==> config.mk <==
export PLATFORM = sky130hd
export DESIGN_NAME = dmem_access_unit
export DESIGN_NICKNAME = d
export VERILOG_FILES = /design/src/rtl/dmem_access_unit.sv
export SDC_FILE = /design/constraint.sdc
export NUM_CORES = 1
export LEC_CHECK = 0
export CAP_MARGIN = 30
export CORE_MARGIN = 4
export CORE_UTILIZATION = 32
export CTS_BUF_LIST = sky130_fd_sc_hd__clkbuf_4 sky130_fd_sc_hd__clkbuf_8
export DETAILED_ROUTE_END_ITERATION = 7
export PLACE_DENSITY = 0.65
export SKIP_CTS_REPAIR_TIMING = 1
export SLEW_MARGIN = 30
export SYNTH_ARGS = -nofsm -noshare
export SYNTH_HDL_FRONTEND = slang
export SYNTH_SLANG_ARGS = --single-unit
==> constraint.sdc <==
create_clock -name clk -period 2.3 [get_ports clk]
set_input_delay 0.69 -clock clk [delete_from_list [all_inputs] [get_ports clk]]
set_output_delay 0.69 -clock clk [all_outputs]
set_load 0.005 [all_outputs]
==> src/rtl/dmem_access_unit.sv <==
// dmem_access_unit: load/store sequencer between the core memory stage and SRAM port B
module dmem_access_unit #(
  parameter int ADDR_WIDTH = 18
) (
  input  logic        clk,
  input  logic        rst_n,
  input  logic        req_valid,
  output logic        req_ready,
  input  logic        req_we,
  input  logic [1:0]  req_size,
  input  logic        req_unsigned,
  input  logic [31:0] req_addr,
  input  logic [31:0] req_wdata,
  output logic        rsp_valid,
  input  logic        rsp_ready,
  output logic [31:0] rsp_rdata,
  output logic        rsp_err,
  output logic        mem_read,
  output logic        mem_write,
  output logic        mem_sign,
  output logic [1:0]  mem_size,
  output logic [31:0] mem_addr,
  output logic [31:0] mem_wdata,
  input  logic [31:0] mem_rdata
);
  typedef enum logic [1:0] {IDLE, ACCESS, WAIT, RESP} state_t;
  state_t      state_q, state_d;
  logic        we_q, we_d;
  logic [1:0]  size_q, size_d;
  logic        uns_q, uns_d;
  logic [31:0] addr_q, addr_d;
  logic [31:0] wdata_q, wdata_d;
  logic [31:0] rdata_q, rdata_d;
  logic        err_q, err_d;
  logic        req_bad;
  assign req_bad = (req_size == 2'b11) |
                   ((req_size == 2'b01) & req_addr[0]) |
                   ((req_size == 2'b10) & (|req_addr[1:0])) |
                   (|(req_addr >> ADDR_WIDTH));
  // next-state and request/response register updates
  always_comb begin
    state_d = state_q;
    we_d    = we_q;
    size_d  = size_q;
    uns_d   = uns_q;
    addr_d  = addr_q;
    wdata_d = wdata_q;
    rdata_d = rdata_q;
    err_d   = err_q;
    case (state_q)
      IDLE: if (req_valid) begin
        we_d    = req_we;
        size_d  = req_size;
        uns_d   = req_unsigned;
        addr_d  = req_addr;
        wdata_d = req_wdata;
        rdata_d = '0;
        err_d   = req_bad;
        state_d = req_bad ? RESP : ACCESS;
      end
      ACCESS: state_d = we_q ? RESP : WAIT;
      WAIT: begin
        rdata_d = mem_rdata;
        state_d = RESP;
      end
      RESP: state_d = rsp_ready ? IDLE : RESP;
      default: state_d = IDLE;
    endcase
  end
  // state and register flops with synchronous active-low reset
  always_ff @(posedge clk) begin
    if (!rst_n) begin
      state_q <= IDLE;
      we_q    <= 1'b0;
      size_q  <= 2'b00;
      uns_q   <= 1'b0;
      addr_q  <= '0;
      wdata_q <= '0;
      rdata_q <= '0;
      err_q   <= 1'b0;
    end else begin
      state_q <= state_d;
      we_q    <= we_d;
      size_q  <= size_d;
      uns_q   <= uns_d;
      addr_q  <= addr_d;
      wdata_q <= wdata_d;
      rdata_q <= rdata_d;
      err_q   <= err_d;
    end
  end
  assign req_ready = state_q == IDLE;
  assign rsp_valid = state_q == RESP;
  assign rsp_rdata = rdata_q;
  assign rsp_err   = err_q;
  assign mem_read  = rst_n & (state_q == ACCESS) & ~we_q;
  assign mem_write = rst_n & (state_q == ACCESS) & we_q;
  assign mem_sign  = uns_q;
  assign mem_size  = size_q;
  assign mem_addr  = addr_q;
  assign mem_wdata = wdata_q;
endmodule

==> run_results.csv <==
group,metric,value,unit
layout,nets,758,
drt,post_drt_via_cell_ratio,4.593,
drt,routedWlPerCell,14.80,µm
setup_path,start_kind,"flip-flop",
flow_run,cap_violations,0,
grt,grt_use_total,15.88,%
synth,yosysUniqueCellTypes,25,
drt,drcViolationCount,0,
clock_tree,cts_tree,"done",
timing,tns,0,ns
setup_path,r2r-start,"state_q[0]$_SDFFE_PN0P_",
synth,synth_top_area_share,48.87,%
layout,regArea,0.002066,mm²
min_path,min_to,"mem_addr[3]$_SDFFE_PN0P_",
synth,ys_seq_elements,103,
grt,grt_pass1_vias,3824,
timing,hold_viol,0,
place,dp_hpwl,8.861,mm
synth,syn_area,0.004219,mm²
setup_path,endpoint_kind,"primary output",
grt,grt_pass1_wl,18.88,mm
synth,syn_nets,569,
drt,drt_pass1_iterations,5,
drt,drtIter0Drc,196,
layout,layout.cells.most_common,"clkdlybuf4s50_1",
drt,num_vias,3817,
die,start_util,33.03,%
timing,skew,0.007985,ns
die,io_pins,208,
synth,synthTopCellsByArea,"dfxtp_1 49%, a21boi_1 18%, nand2_1 15%",
min_path,hp-class,"flip-flop to flip-flop",
clock_tree,cts_max_path_buffers,2,
clock_tree,path_clk_slew,0.09,ns
setup_path,r2r_end,"rsp_rdata[15]$_SDFFE_PN0P_",
clock_tree,cts.sinks,103,
timing,period_share,97.57,%
run_status,status,"complete, no violations",
clock_tree,numCtsBuffers,9,
synth,yosysSeqAreaShare,48.87,%
clock_tree,clkLatencyLatePin,0.37,ns
clock_tree,root_buffer,"clkbuf_8",
power_and_ir_drop,power-per-cell-area,590.6,mW/mm²
layout,drive_gt1_share,9.712,%
die,placementRows,41,
clock_tree,htreeDepth,3,
grt,antenna_found_initial,0,
die,fp.coreArea,0.01277,mm²
setup_path,r2r_setup_slack,0.87,ns
synth,syn_area_per_cell,9.073,µm²
drt,antenna_left,0,
layout,stdcell_area,0.006501,mm²
setup_path,critPathRequiredTime,1.61,ns
drt,finalWirelength,12.30,mm
place,dp_slack,0.1079,ns
timing,period_minus_slack,2.244,ns
setup_path,crit_fanout,9,
timing,setup_viol,0,
die,die_y,122.8,µm
grt,grt-ovfl-total,0,
timing,max_freq,445.6,MHz
setup_path,path_class,"flip-flop to primary output",
layout,multi_input_area,0.001871,mm²
synth,yosys_warnings,0,
place,place_area,0.006316,mm²
power_and_ir_drop,vdd.ir_drop.worst,0.0002970,V
min_path,hold_start,"mem_addr[3]$_SDFFE_PN0P_",
timing,worst_pin_slew,0.8452,ns
layout,area_growth,54.09,%
die,die_w,122.8,µm
layout,diodes,0,
place,dp_cells,815,
layout,fin_cells,831,
min_path,holdPathStages,2,
power_and_ir_drop,leakagePower,2.337,nW
place,gp_congestion,0.7914,
timing,slew_headroom,43.66,%
layout,final_cell_mix,"204 x clkdlybuf4s50_1, 168 x nand2_1, 102 x dfxtp_1, 100 x a21boi_1, 32 x nand3_2",
timing,setup_slack,0.05598,ns
synth,yosysTopAreaCell,"dfxtp_1",
timing,holdWs,0.4559,ns
setup_path,arrival,1.55,ns
grt,grt_max_degree,103,
synth,synthCells,465,
timing,drv_slew,0,
die,die-area,0.01509,mm²
setup_path,reg2regPathDepth,5,
layout,fillCellCount,1168,
place,port_buffers,207,
==> routing by layer <==
metal	track usage, %	wire, µm	vias up	share of wire [%]
met5	0	0	-	0
met4	7.138	299	0	2.4
met3	5.300	1156	21	9.4
met2	27.09	5737	152	47
met1	17.94	5104	1739	42
li1	-	-	1905	-
==> cells in the mapped netlist <==
library cell / n
buf_4: 1
o21ai_1: 1
and2_1: 1
buf_2: 7
or4_1: 2
a31oi_1: 2
nor3b_4: 1
inv_1: 1
nor4_1: 1
or3b_1: 1
clkbuf_1: 11
o311ai_0: 1
a21boi_1: 100
nand2_1: 168
buf_6: 19
o211a_1: 1
nor3_1: 1
nand3_2: 32
and3_1: 2
nand2b_1: 1
nor2_1: 3
nand3_1: 1
a21oi_1: 2
nor2b_1: 2
dfxtp_1: 103
==> registers in the layout, indices dropped and copies added (netlist names) <==
name       cells
mem_addr      32
mem_wdata     32
rsp_rdata     32
mem_size       2
state_q        2
mem_sign       1
rsp_err        1
we_q           1
==> worst max-delay path, cell delays in order, from the launching register on <==
cell and delay (ns):
dfxtp_4 0.39, nor2b_4 0.12, and3_1 0.15, clkdlybuf4s50_1 0.52
==> per-stage QoR <==
step                      power (mW)  util [%]
after floorplan                2.398         -
after global placement         2.856     49.45
after detailed placement       2.872     49.45
after CTS                      3.911     50.77
after global routing           4.060     50.90
final                          3.840     50.90
==> worst max-delay path by stage <==
stage | startpoint | slack, ns | cells after the start | end
2_1_floorplan | rst_n | 0.61 | 2 | mem_read
3_3_place_gp | rst_n | 0.08 | 5 | state_q[1]$_SDFFE_PN0P_
3_5_place_dp | req_valid | 0.11 | 5 | rsp_rdata[22]$_SDFFE_PN0P_
4_1_cts | state_q[1]$_SDFFE_PN0P_ | -0.12 | 3 | mem_read
5_1_grt | state_q[1]$_SDFFE_PN0P_ | -0.001 | 3 | mem_read
6_report | state_q[1]$_SDFFE_PN0P_ | 0.06 | 3 | mem_read
==> area by class of cell <==
cell class / instances / area share, %
flip-flops and latches: 103 / 31.77
repair buffers: 216 / 33.49
clock inverters: 6 / 0.5774
clock buffers: 10 / 2.021
multi-input cells: 323 / 28.77
inverters: 1 / 0.05774
well taps: 172 / 3.310
==> logic make-up (layout without fill, tap and decap cells) <==
kind of cell | Yosys count | count (layout) | synth area share, %
AOI/OAI and AO/OA | 107 | 107 | 18.89
DFF | 103 | 103 | 48.87
buffers and inverters | 39 | 233 | 7.147
and+or+nand+nor | 216 | 216 | 25.09
==> report_power, final <==
| part | switching [mW] | total [mW] | internal [mW] | leakage (nW) |
|---|---|---|---|---|
| registers | 0.0689 | 1.97 | 1.90 | 0.842 |
| logic | 0.359 | 0.850 | 0.491 | 1.40 |
| clock network | 0.617 | 1.02 | 0.403 | 0.0932 |
| total | 1.04 | 3.84 | 2.79 | 2.34 |
Power figures use the tool's default switching activity.
==> RTL change 1 (same settings) <==
Make the reset (`rst_n`) asynchronous in one clocked block. Comments in the files are not updated.
--- a/src/rtl/dmem_access_unit.sv
+++ b/src/rtl/dmem_access_unit.sv
@@ -68,7 +68,7 @@
     endcase
   end
   // state and register flops with synchronous active-low reset
-  always_ff @(posedge clk) begin
+  always_ff @(posedge clk or negedge rst_n) begin
     if (!rst_n) begin
       state_q <= IDLE;
       we_q    <= 1'b0;
Function: differs if rst_n is asserted again (counterexample within 4 cycles, from zero or initial values and one cycle with rst_n low); with rst_n held inactive, the same outputs for 4 cycles.
==> RTL change 1 against the unedited design <==
Final area increased by 4.0%; synthesized area increased by 0.92%; first-iteration DRC count shrank 7.1%; global-route usage down 0.86 points; routed wire length is 5.9% lower; highest routed layer unchanged; setup slack better by 0.30 ns; critical endpoint is now mem_size[0]; worst hold slack worse by 0.17 ns; clock skew barely moved; sequential cell count stayed put.
Power is not compared: it rests on default switching activity, and its combinational part moved more than twofold at a synthesized area within 25%.
==> RTL change 1: results (changes against the unedited design) <==
[layout]
nNetsFinal=630  ; -17%
layout-drive-gt1-share_pct=18.8  ; +9.1 points
multi_input_gates=187  ; -42%
buffer_area_share_pct=33.6  ; +0.074 points
clkCellAreaFrac_pct=2.92  ; +0.33 points
multiInputGateArea_mm2=0.00150  ; -20%
clkbuf_count=12  ; +2
signal_buffers=224  ; +3.7%
syn_to_final_growth_pct=58.8

[sta]
slew_headroom_pct=51.2  ; +7.5 points
fin_skew_ns=0.00791  ; -0.0000777 ns
finalCritPeriodShare_pct=84.7  ; -13 points

[route]
dr.pass1.iters=4  ; -1
drt-total-wl_mm=11.6  ; -5.9%
dr_total_vias=3108  ; -19%
drt_iter0_markers=182  ; -7.1%
post_drt_via_cell_ratio=4.42  ; -3.7%

[cts]
clkLatencyLatePin_ns=0.35  ; -0.02 ns

[synth]
synth_nets=413  ; -27%
ys_async_sr_fraction_pct=100  ; +100 points
synth-main-ff-cell=dfrtp_1
synth_common_cells=103 x dfrtp_1, 65 x nand2_1, 50 x mux2_4
synthTopCellsByArea=dfrtp_1 61%, mux2_4 18%, nand2_1 5.7%, mux2_2 3.4%, buf_12 2.4%
synth-seq-area-share_pct=60.5  ; +12 points
avgSynthCellArea_um2=13.8  ; +52%
ys_types=27  ; +8.0%

[worst_setup_path]
cp_max_fo=2  ; -7
setup.worst_path.end=mem_size[0]
startpoint=mem_size[0]
rr_endpoint=mem_addr[16]
regToRegSetupSlack_ns=0.64  ; -0.23 ns

[pwr]
total_power_mw=8.25

[min_path]
hold_path_class=input pin to asynchronous set/reset pin

[global_route]
grt_use_total_pct=15.0  ; -0.86 points
grt_pass1_wl_mm=17.9  ; -5.3%
grt_pass1_vias=3406  ; -11%
grt_max_degree=59  ; -43%

[placement]
preCtsSetupSlack_ns=-0.0000155  ; -0.108 ns
dpl.cell_count=686  ; -16%
dp_hpwl_mm=8.82  ; -0.46%

[status]
status=completed

[die]
tapCellCount=172  ; unchanged

## RTL change 1: cells by family after synthesis
group / after synthesis / share of synthesized area, %
buf+inv: 19 / 4.38
flops: 103 / 60.5
mux: 67 / 22.1
compound gates: 39 / 4.82
simple gates: 81 / 8.14
## RTL change 1: per-layer routing
| layer | global-route usage, % | part of all wire (%) | vias up |
|---|---|---|---|
| met4 | 3.67 | 0.88 | 0 |
| met5 | 0 | 0 | - |
| met3 | 4.67 | 7.7 | 9 |
| met2 | 24.9 | 49 | 118 |
| met1 | 19.2 | 43 | 1506 |
| li1 | - | - | 1475 |
## RTL change 1: worst min-delay path by stage
stage                     slack [ns]       endpoint   startpoint  depth (start not counted)
after global placement          0.47    mem_addr[4]  mem_addr[4]                          1
final                           0.29  rsp_rdata[26]        rst_n                          2
after detailed placement        0.48    mem_addr[6]  mem_addr[6]                          1
after CTS                       0.27  rsp_rdata[26]        rst_n                          2
after floorplan                 0.39    mem_addr[0]        rst_n                          0
after global routing            0.27  rsp_rdata[25]        rst_n                          2
==> RTL change 2 (config.mk and constraints unchanged) <==
Made on the original files. Encoding of `state_t`: now one-hot (4 bits for 4 states).
--- a/src/rtl/dmem_access_unit.sv
+++ b/src/rtl/dmem_access_unit.sv
@@ -23,7 +23,7 @@
   output logic [31:0] mem_wdata,
   input  logic [31:0] mem_rdata
 );
-  typedef enum logic [1:0] {IDLE, ACCESS, WAIT, RESP} state_t;
+  typedef enum logic [3:0] {IDLE = 4'b0001, ACCESS = 4'b0010, WAIT = 4'b0100, RESP = 4'b1000} state_t;
   state_t      state_q, state_d;
   logic        we_q, we_d;
   logic [1:0]  size_q, size_d;
Formal check against the unedited RTL: no difference found for any inputs over 4 cycles, from zero or initial values and one cycle with rst_n low; so few cycles prove little.
==> RTL change 2 against the unedited design <==
Cell count decreased by 0.48%; setup slack improved by 0.073 ns; power increased by 0.84%; non-clock buffer count increased by 9; sequential cell count increased by 2; global-route usage increased by 0.99 points; worst hold slack improved by 0.0014 ns; critical path depth unchanged; critical endpoint is now rsp_valid; critical path type unchanged; final area decreased by 2.8%; routed wire length decreased by 2.6%; synthesized area decreased by 9.8%.
==> RTL change 2: results (changes against the unedited design) <==
[synth]
ys_types=29  ; +16%
synth_nets=584  ; +2.6%
synth_common_cells=170 x nand2_1, 105 x dfxtp_1, 103 x a21oi_1
synth-seq-area-share_pct=55.2  ; +6.3 points
yosys_warnings=0  ; unchanged
avgSynthCellArea_um2=7.93  ; -13%
synthTopCellsByArea=dfxtp_1 55%, nand2_1 17%, a21oi_1 14%, nand3_1 4.2%, clkbuf_1 2.4%

[status]
status=completed

[route]
drt_iter0_markers=213  ; +8.7%
post_drt_via_cell_ratio=4.75  ; +3.4%
dr_total_vias=3927  ; +2.9%

[worst_setup_path]
arrival_ns=1.48  ; -0.07 ns
cp_max_fo=3  ; -6

[placement]
dp_hpwl_mm=8.84  ; -0.20%
dpl.cell_count=811  ; -0.49%
finalWeightedCongestion=0.748  ; -5.5%

[pwr]
power.static_leakage_nw=2.31  ; -1.2%
peakVddDrop_mv=0.361  ; +21%

[layout]
layout-drive-gt1-share_pct=6.43  ; -3.3 points
nNetsFinal=783  ; +3.3%

[sta]
fin_skew_ns=0.00732  ; -0.000665 ns
worst_pin_slew_ns=0.531  ; -0.314 ns

[global_route]
grt_max_degree=57  ; -45%
grt_use_total_pct=16.9  ; +0.99 points

[cts]
path_clk_slew_ns=0.09  ; about the same

## RTL change 2: cell count changes after synthesis, sizes merged, moves of 3 or more
cell	delta
a21boi	-100
a21oi	+101
buf	-14
clkbuf	+13
nor2	+4
nor3	+3
nor4	+3
## RTL change 2: final timing paths
check | slack (ns) | from | endpoint | cells past startpoint
worst max-delay path | 0.13 | state_q[3] | rsp_valid | 3
worst min-delay path | 0.46 | mem_wdata[0] | mem_wdata[0] | 2
worst max register to register | 0.54 | state_q[3] | mem_wdata[12] | 7
worst min register to register | 0.46 | mem_wdata[0] | mem_wdata[0] | 2
## RTL change 2: worst max-delay path, stage by stage, from the launching register on
cell and delay [ns]:
dfxtp_1 0.40, or3b_1 0.39, nor2_1 0.14, dlymetal6s2s_1 0.19
## RTL change 2: area by class of cell
cell class	instances	area, um2	share of cell area (%)
timing repair buffer	225	2240	35.4
sequential	105	2100	33.3
multi-input combinational	336	1560	24.7
clock buffer	15	200	3.17
tap	143	179	2.83
clock inverter	1	30.0	0.475
inverter	2	8.76	0.139
## RTL change 2: cell families (layout without fill, tap and decap cells)
kind of cell	after synthesis	in the layout	share of synthesized area (%)
AO/OA/AOI/OAI	108	108	14.4
buffers and inverters	39	243	4.60
flip-flops	105	105	55.2
XOR/XNOR	1	1	0.230
AND/OR/NAND/NOR	227	227	25.5
## RTL change 2: power by group
group          switching, mW  total (mW)  internal, mW  leakage, nW
logic                  0.276       0.666         0.389         1.33
registers             0.0446        1.95          1.90        0.858
clock network          0.592        1.26         0.665        0.119
total                  0.913        3.87          2.96         2.31
## RTL change 2: layer usage
layer	part of all wire, %	global-route usage (%)	vias up
li1	-	-	1982
met1	40	18.6	1803
met2	50	29.4	129
met3	8.6	6.22	13
met4	1.5	6.65	0
met5	0	0	-
